## src/rtl/pwm_pkg.sv

```systemverilog
// rtl/pwm_pkg.sv - shared constants and channel state type for the PWM capture block
package pwm_pkg;

    localparam int unsigned PWM_COUNTER_WIDTH = 32;
    localparam int unsigned PWM_CHANNELS      = 4;

    typedef enum logic [1:0] {
        CH_DISARMED = 2'd0,
        CH_IDLE     = 2'd1,
        CH_HIGH     = 2'd2,
        CH_LOW      = 2'd3
    } ch_state_e;

endpackage

```

## src/rtl/pwm_capture_ch.sv

```systemverilog
// rtl/pwm_capture_ch.sv - one PWM capture channel: synchronizer, edge detect, high-time FSM
// PWM_CAPTURE_PERIOD_EN adds the rising-to-rising period counter.
module pwm_capture_ch
    import pwm_pkg::*;
#(
    parameter int unsigned COUNTER_WIDTH = PWM_COUNTER_WIDTH
) (
    input  logic                     clk,
    input  logic                     rst_n,
    input  logic                     pwm_in,
    input  logic [COUNTER_WIDTH-1:0] timeout,
    output logic [COUNTER_WIDTH-1:0] width,
    output logic                     width_valid,
    output logic                     signal_lost,
    output logic [COUNTER_WIDTH-1:0] period,
    output logic                     period_valid
);

    localparam logic [COUNTER_WIDTH-1:0] CNT_ONE = COUNTER_WIDTH'(1);
    localparam logic [COUNTER_WIDTH-1:0] CNT_MAX = '1;

    logic [1:0]               sync_q;
    logic                     s_prev_q;
    logic [1:0]               ready_q;
    ch_state_e                state_q, state_d;
    logic [COUNTER_WIDTH-1:0] cnt_q, cnt_d;
    logic [COUNTER_WIDTH-1:0] width_q, width_d;
    logic                     width_valid_q, width_valid_d;
    logic                     lost_q, lost_d;

    logic                     s, rise, fall, timed_out;
    logic [COUNTER_WIDTH-1:0] cnt_inc;

    assign s         = sync_q[1];
    assign rise      = s & ~s_prev_q;
    assign fall      = ~s & s_prev_q;
    assign cnt_inc   = (cnt_q == CNT_MAX) ? cnt_q : cnt_q + CNT_ONE;
    assign timed_out = (timeout != '0) && (cnt_q >= timeout);

    // cnt_q counts cycles since the last edge; in HIGH that is the high time itself.
    always_comb begin
        state_d       = state_q;
        cnt_d         = cnt_q;
        width_d       = width_q;
        width_valid_d = 1'b0;
        lost_d        = lost_q;
        unique case (state_q)
            CH_DISARMED: begin
                // s is only meaningful once the synchronizer has refilled after reset
                if (ready_q[1] && !s) state_d = CH_IDLE;
            end
            CH_IDLE: begin
                if (rise) begin
                    state_d = CH_HIGH;
                    cnt_d   = CNT_ONE;
                end
            end
            CH_HIGH: begin
                if (fall) begin
                    state_d       = CH_LOW;
                    width_d       = cnt_q;
                    width_valid_d = 1'b1;
                    lost_d        = 1'b0;
                    cnt_d         = CNT_ONE;
                end else if (timed_out) begin
                    state_d = CH_IDLE;
                    lost_d  = 1'b1;
                end else begin
                    cnt_d = cnt_inc;
                end
            end
            CH_LOW: begin
                if (rise) begin
                    state_d = CH_HIGH;
                    cnt_d   = CNT_ONE;
                end else if (timed_out) begin
                    state_d = CH_IDLE;
                    lost_d  = 1'b1;
                end else begin
                    cnt_d = cnt_inc;
                end
            end
            default: state_d = CH_DISARMED;
        endcase
    end

    always_ff @(posedge clk or negedge rst_n) begin
        if (!rst_n) begin
            sync_q        <= 2'b00;
            s_prev_q      <= 1'b0;
            ready_q       <= 2'b00;
            state_q       <= CH_DISARMED;
            cnt_q         <= '0;
            width_q       <= '0;
            width_valid_q <= 1'b0;
            lost_q        <= 1'b0;
        end else begin
            sync_q        <= {sync_q[0], pwm_in};
            s_prev_q      <= s;
            ready_q       <= {ready_q[0], 1'b1};
            state_q       <= state_d;
            cnt_q         <= cnt_d;
            width_q       <= width_d;
            width_valid_q <= width_valid_d;
            lost_q        <= lost_d;
        end
    end

    assign width       = width_q;
    assign width_valid = width_valid_q;
    assign signal_lost = lost_q;

`ifdef PWM_CAPTURE_PERIOD_EN
    logic [COUNTER_WIDTH-1:0] per_cnt_q, per_cnt_d;
    logic [COUNTER_WIDTH-1:0] period_q, period_d;
    logic                     period_valid_q, period_valid_d;

    // The first rise after IDLE enters HIGH, not LOW, so it never reports a period.
    always_comb begin
        per_cnt_d      = rise ? CNT_ONE
                              : ((per_cnt_q == CNT_MAX) ? per_cnt_q : per_cnt_q + CNT_ONE);
        period_d       = period_q;
        period_valid_d = 1'b0;
        if ((state_q == CH_LOW) && rise) begin
            period_d       = per_cnt_q;
            period_valid_d = 1'b1;
        end
    end

    always_ff @(posedge clk or negedge rst_n) begin
        if (!rst_n) begin
            per_cnt_q      <= '0;
            period_q       <= '0;
            period_valid_q <= 1'b0;
        end else begin
            per_cnt_q      <= per_cnt_d;
            period_q       <= period_d;
            period_valid_q <= period_valid_d;
        end
    end

    assign period       = period_q;
    assign period_valid = period_valid_q;
`else
    assign period       = '0;
    assign period_valid = 1'b0;
`endif

endmodule

```

## src/rtl/pwm_capture.sv

```systemverilog
// rtl/pwm_capture.sv - four-channel PWM high-time capture with loss-of-signal detection
// PWM_CAPTURE_PERIOD_EN enables per-channel period measurement.
module pwm_capture
    import pwm_pkg::*;
#(
    parameter int unsigned COUNTER_WIDTH = PWM_COUNTER_WIDTH
) (
    input  logic                     clk,
    input  logic                     rst_n,
    input  logic [PWM_CHANNELS-1:0]  pwm_in,
    input  logic [COUNTER_WIDTH-1:0] timeout,
    output logic [COUNTER_WIDTH-1:0] width0,
    output logic [COUNTER_WIDTH-1:0] width1,
    output logic [COUNTER_WIDTH-1:0] width2,
    output logic [COUNTER_WIDTH-1:0] width3,
    output logic [PWM_CHANNELS-1:0]  width_valid,
    output logic [PWM_CHANNELS-1:0]  signal_lost,
    output logic [COUNTER_WIDTH-1:0] period0,
    output logic [COUNTER_WIDTH-1:0] period1,
    output logic [COUNTER_WIDTH-1:0] period2,
    output logic [COUNTER_WIDTH-1:0] period3,
    output logic [PWM_CHANNELS-1:0]  period_valid
);

    logic [COUNTER_WIDTH-1:0] width_a  [PWM_CHANNELS];
    logic [COUNTER_WIDTH-1:0] period_a [PWM_CHANNELS];

    for (genvar i = 0; i < PWM_CHANNELS; i++) begin : g_ch
        pwm_capture_ch #(
            .COUNTER_WIDTH(COUNTER_WIDTH)
        ) u_ch (
            .clk          (clk),
            .rst_n        (rst_n),
            .pwm_in       (pwm_in[i]),
            .timeout      (timeout),
            .width        (width_a[i]),
            .width_valid  (width_valid[i]),
            .signal_lost  (signal_lost[i]),
            .period       (period_a[i]),
            .period_valid (period_valid[i])
        );
    end

    assign width0  = width_a[0];
    assign width1  = width_a[1];
    assign width2  = width_a[2];
    assign width3  = width_a[3];
    assign period0 = period_a[0];
    assign period1 = period_a[1];
    assign period2 = period_a[2];
    assign period3 = period_a[3];

endmodule

```

## config.mk

```make
export PLATFORM = sky130hd
export DESIGN_NAME = pwm_capture
export DESIGN_NICKNAME = d
export VERILOG_FILES = /design/src/rtl/pwm_pkg.sv /design/src/rtl/pwm_capture_ch.sv /design/src/rtl/pwm_capture.sv
export SDC_FILE = /design/constraint.sdc
export NUM_CORES = 1
export LEC_CHECK = 0
export CORE_MARGIN = 2
export CORE_UTILIZATION = 45
export CTS_CLUSTER_SIZE = 8
export DETAILED_ROUTE_END_ITERATION = 10
export PLACE_DENSITY = 0.7
export SYNTH_ARGS = -nofsm -noshare
export SYNTH_HDL_FRONTEND = slang
export SYNTH_SLANG_ARGS = --single-unit
```

## constraint.sdc

```tcl
create_clock -name clk -period 7.14 [get_ports clk]
set_clock_uncertainty 0.05 [all_clocks]
set_input_delay 1.071 -clock clk [delete_from_list [all_inputs] [get_ports clk]]
set_output_delay 1.071 -clock clk [all_outputs]
set_load 0.02 [all_outputs]
```

==> impl_results.md <==
* Vias in the first global route at ~14,000
* Gate Count Post-Synth at ~1,800
* Synth Area in XOR/XNOR at less than 1%
* Vias per cell at approximately 6.0
* Main combinational cell family by area after synthesis: simple AND/OR/NAND/NOR gates
* Distinct cell type count after synthesis at between 70 and 80
* Maximum clock frequency at approximately 0.22 GHz
* Setup violations, final at 0
* Hold bufs inserted after CTS at 0
* Post-synthesis adder-cell area fraction at under 10%
* Final Hold Fails at 0
* Worst EP arrival at approximately 5.0 ns
* RSZ-0062 raised after global routing: false
* Area taken by multi-input logic gates at around 9200 µm²
* DRT iter0 DRCs at around 1,500
* Placed cell count at roughly 2,400
* CP delay by family, top: simple AND/OR/NAND/NOR gates
* Switch Pwr at around 0.0013 W
* Area delta synth->final at 15.64%
* CP Depth at 10
* Layer with the highest usage: met2
* Post-CTS sizing at 0
* CTS tree: yes
* Ys flop type: dfrtp_1
* Die Width at 200.6 µm
* Io pins at between 300 and 400
* First-pass GRT wire length at around 78,000 µm
* Synth async-reset ratio at 100.0%
* Hold_ws at 0.2938 ns
* Starting Density at between 40% and 50%
* Final Routed Wirelength at approximately 50,000 µm
* Avg WL per Cell at 20.51 µm
* Routability cong. at between 0.8 and 0.9
* Critical path buffer and inverter count at 2
* Clock power frac at ~40%
* Hold Crit Depth at 0
* TritonCTS Buffers at 41
* Worst skew pair latency at between 0.5 and 0.6 ns
* Min-delay worst type: reg2reg
* Number of max-cap violations at 0
* Post-DP HPWL at 35,210 µm
* GR Layer Usage met1 at ~32%
* Met3 GRT Util at under 10%
* Post-synthesis mux area share at ~8.3%
* Share of cells above drive strength 1 at roughly 11%
* Antenna Violating Nets Remaining at 0
* CP Max Fanout at 22
* Slew @ Worst Pin at about 1.2 ns
* Register-to-Register Path Depth at 10
* Compound-cell area share of the yosys netlist at between 10 and 15%
* Clock tree buffer depth at 3
* Seq. cell area at 7157 µm²
* CTS root buffer: clkbuf_16
* Switching part of the total power at between 20 and 30%
* Fill cells at between 3,000 and 4,000
* Total grt overflow at 0
* Post-synthesis simple-gate area fraction at 17.77%
* Setup repair bufs after CTS at 0
* Int Pwr at 0.003081 W
* Pre-CTS setup slack at 2.239 ns
* Met2 usage at between 30% and 40%
* Largest net degree at the start of global routing at 165
* Syn_area_per_cell at 9.841 µm²
* Critical path class: in2reg
* Final net count at around 2,100
* Logic pwr share at around 17%
* # rows at around 70
* Max H-tree Level at 2
* Total power at roughly 0.0044 W
* Port Buffers at approximately 170
* Fin cells at roughly 2,400
* Max VDD drop at 0.2128 mV
* Max-slew headroom at between 20 and 25%
* Setup Total Neg Slack at 0 ns
* Initial antenna violation count at 0
* Status: complete, no violations
* Post-synthesis sequential area ratio at 41.16%
* Die ar. at between 40,000 and 50,000 µm²
* Ant diodes at 0
* Die height at roughly 200 µm
* Core footprint at 38,380 µm²
* Power Density at between 200 and 250 nW/µm²
* Worst setup margin at ~2.6 ns
* Clk slew on worst S/H paths at ~0.050 ns
* Yosys reg bits at 286
* Drc violations at 0
* Max Slew Vio Count at 0
* Via count at 14,670
* CP startpoint kind: input pin
* Total track usage at 24.12%
* Leakage at approximately 9.3 nW
* WP data required at 7.55 ns
* Critical Path Sink Type: flip-flop
* Warnings from Yosys at 0
* Seq pwr share at between 40% and 50%
* Number of flops mapped to enable cells by yosys at 0
* Worst path max stage delay at approximately 0.74 ns
* Drt first pass iters at 6
* Clk sinks at around 290
* Final Cycle Share at a little under two thirds
* Final min period at around 4.5 ns
* Critical path's slowest cell: nor4_1
* Post-Syn Area at ~17,000 µm²
* Cells along the critical path: clkdlybuf4s50_1 -> nor4_1 -> nand4_1 -> nor2_2 -> o22ai_1 -> a41oi_2 -> buf_4 -> nand2_1 -> or4_1 -> nand3_1
## cell type report
class | count | area share (%)
Multi-Input combinational cell | 1344 | 45.71
Sequential cell | 286 | 35.59
Timing Repair Buffer | 181 | 8.997
Clock buffer | 45 | 5.388
Tap cell | 518 | 3.223
Inverter | 56 | 1.045
Clock inverter | 1 | 0.04355
## cell usage in the layout, fill, tap and decap left out, types with 14 or more instances in the layout
master and instances:
o211ai_1 36, and2_1 18, ha_1 132, nor4_1 16, nor3_1 33, conb_1 133
or3_1 14, clkdlybuf4s50_1 172, a31oi_1 25, nand2_1 146, nand3_1 95, nor2_1 61
inv_1 56, nand4_1 64, clkbuf_16 43, or4_1 33, a41oi_1 16, mux2_2 128
a21oi_1 73, and3_1 28, nand2b_1 14, o21ai_0 99, dfrtp_1 286
## worst register-to-register path, stage by stage (launching register included)
cell       delay (ns)
dfrtp_1          0.47
ha_1             0.34
a211oi_1         0.28
nor2_1           0.09
a2111oi_0        0.38
o21ai_1          0.19
a41oi_2          0.56
buf_4            0.36
nand2_1          0.27
or4_1            0.54
nand3_1          0.09
## power groups by stage
stage | clock network (W) | registers (W) | logic, W
floorplan | 0 | 0.00190 | 0.000458
global placement | 0 | 0.00189 | 0.000715
detailed placement | 0 | 0.00190 | 0.000736
CTS | 0.00177 | 0.00187 | 0.000740
global route | 0.00184 | 0.00189 | 0.000808
finish | 0.00174 | 0.00188 | 0.000742
## cells by family after synthesis
group	after synthesis
fa+ha+maj	132
compound gates	364
buf+inv	268
simple gates	580
xor+xnor	6
flops	286
other cells	2
mux	129
## per-stage QoR
stage                     utilization, %  cell area, µm²
after floorplan                        -           17880
after global placement             49.55           19020
after detailed placement           49.55           19020
after CTS                          52.40           20110
after global routing               52.40           20110
final                              52.40           20110
## metal layers
layer	part of all wire [%]	wire (µm)
met3	7.9	3962
met4	3.5	1750
met5	0	0
met2	47	23480
met1	41	20670
## registers in the layout, summed over array words and instances, names as in the netlist
name / count
g_ch.u_ch.cnt_q: 128
g_ch.u_ch.s_prev_q: 4
g_ch.u_ch.width_valid: 4
g_ch.u_ch.sync_q: 8
g_ch.u_ch.state_q: 8
g_ch.u_ch.width: 128
g_ch.u_ch.signal_lost: 4
g_ch.u_ch.ready_q: 2
## path summary, 6_finish.rpt
check | start | end | slack (ns)
worst max-delay path | timeout[23] | g_ch[1].u_ch.cnt_q[20] | 2.59
worst min-delay path | g_ch[3].u_ch.sync_q[0] | g_ch[3].u_ch.sync_q[1] | 0.29
worst max register to register | g_ch[1].u_ch.cnt_q[13] | g_ch[1].u_ch.cnt_q[20] | 3.44
worst min register to register | g_ch[3].u_ch.sync_q[0] | g_ch[3].u_ch.sync_q[1] | 0.29
max in group asynchronous | rst_n | g_ch[3].u_ch.cnt_q[17] | 5.03
min in group asynchronous | rst_n | g_ch[2].u_ch.width[31] | 0.55
## cells in the mapped netlist, types with 6 or more instances
cell type,count,area [µm²]
a211o_1,6,52.55
a21o_1,12,90.09
nand2_1,146,548.0
nand4_1,64,400.4
o41ai_1,8,70.07
and3_1,28,175.2
and2_1,18,112.6
a221oi_1,6,52.55
dfrtp_1,286,7157
o211ai_1,36,270.3
o21ai_1,6,30.03
nor4_1,16,100.1
buf_2,14,70.07
or2_2,7,43.79
and4_1,12,105.1
buf_4,142,1066
or3_1,14,87.58
mux2_2,128,1441
a32oi_1,6,52.55
nor2_1,65,244.0
a211oi_1,7,52.55
o21ai_0,99,495.5
a21oi_1,73,365.4
nand2b_1,14,87.58
o311ai_0,11,96.34
or4_1,33,247.7
clkbuf_1,56,210.2
a41oi_1,16,140.1
nor3_1,33,165.2
inv_1,56,210.2
a31oi_1,25,156.4
ha_1,132,1652
nand3_1,95,475.5
No activity file was read; power rests on OpenSTA's default activity.
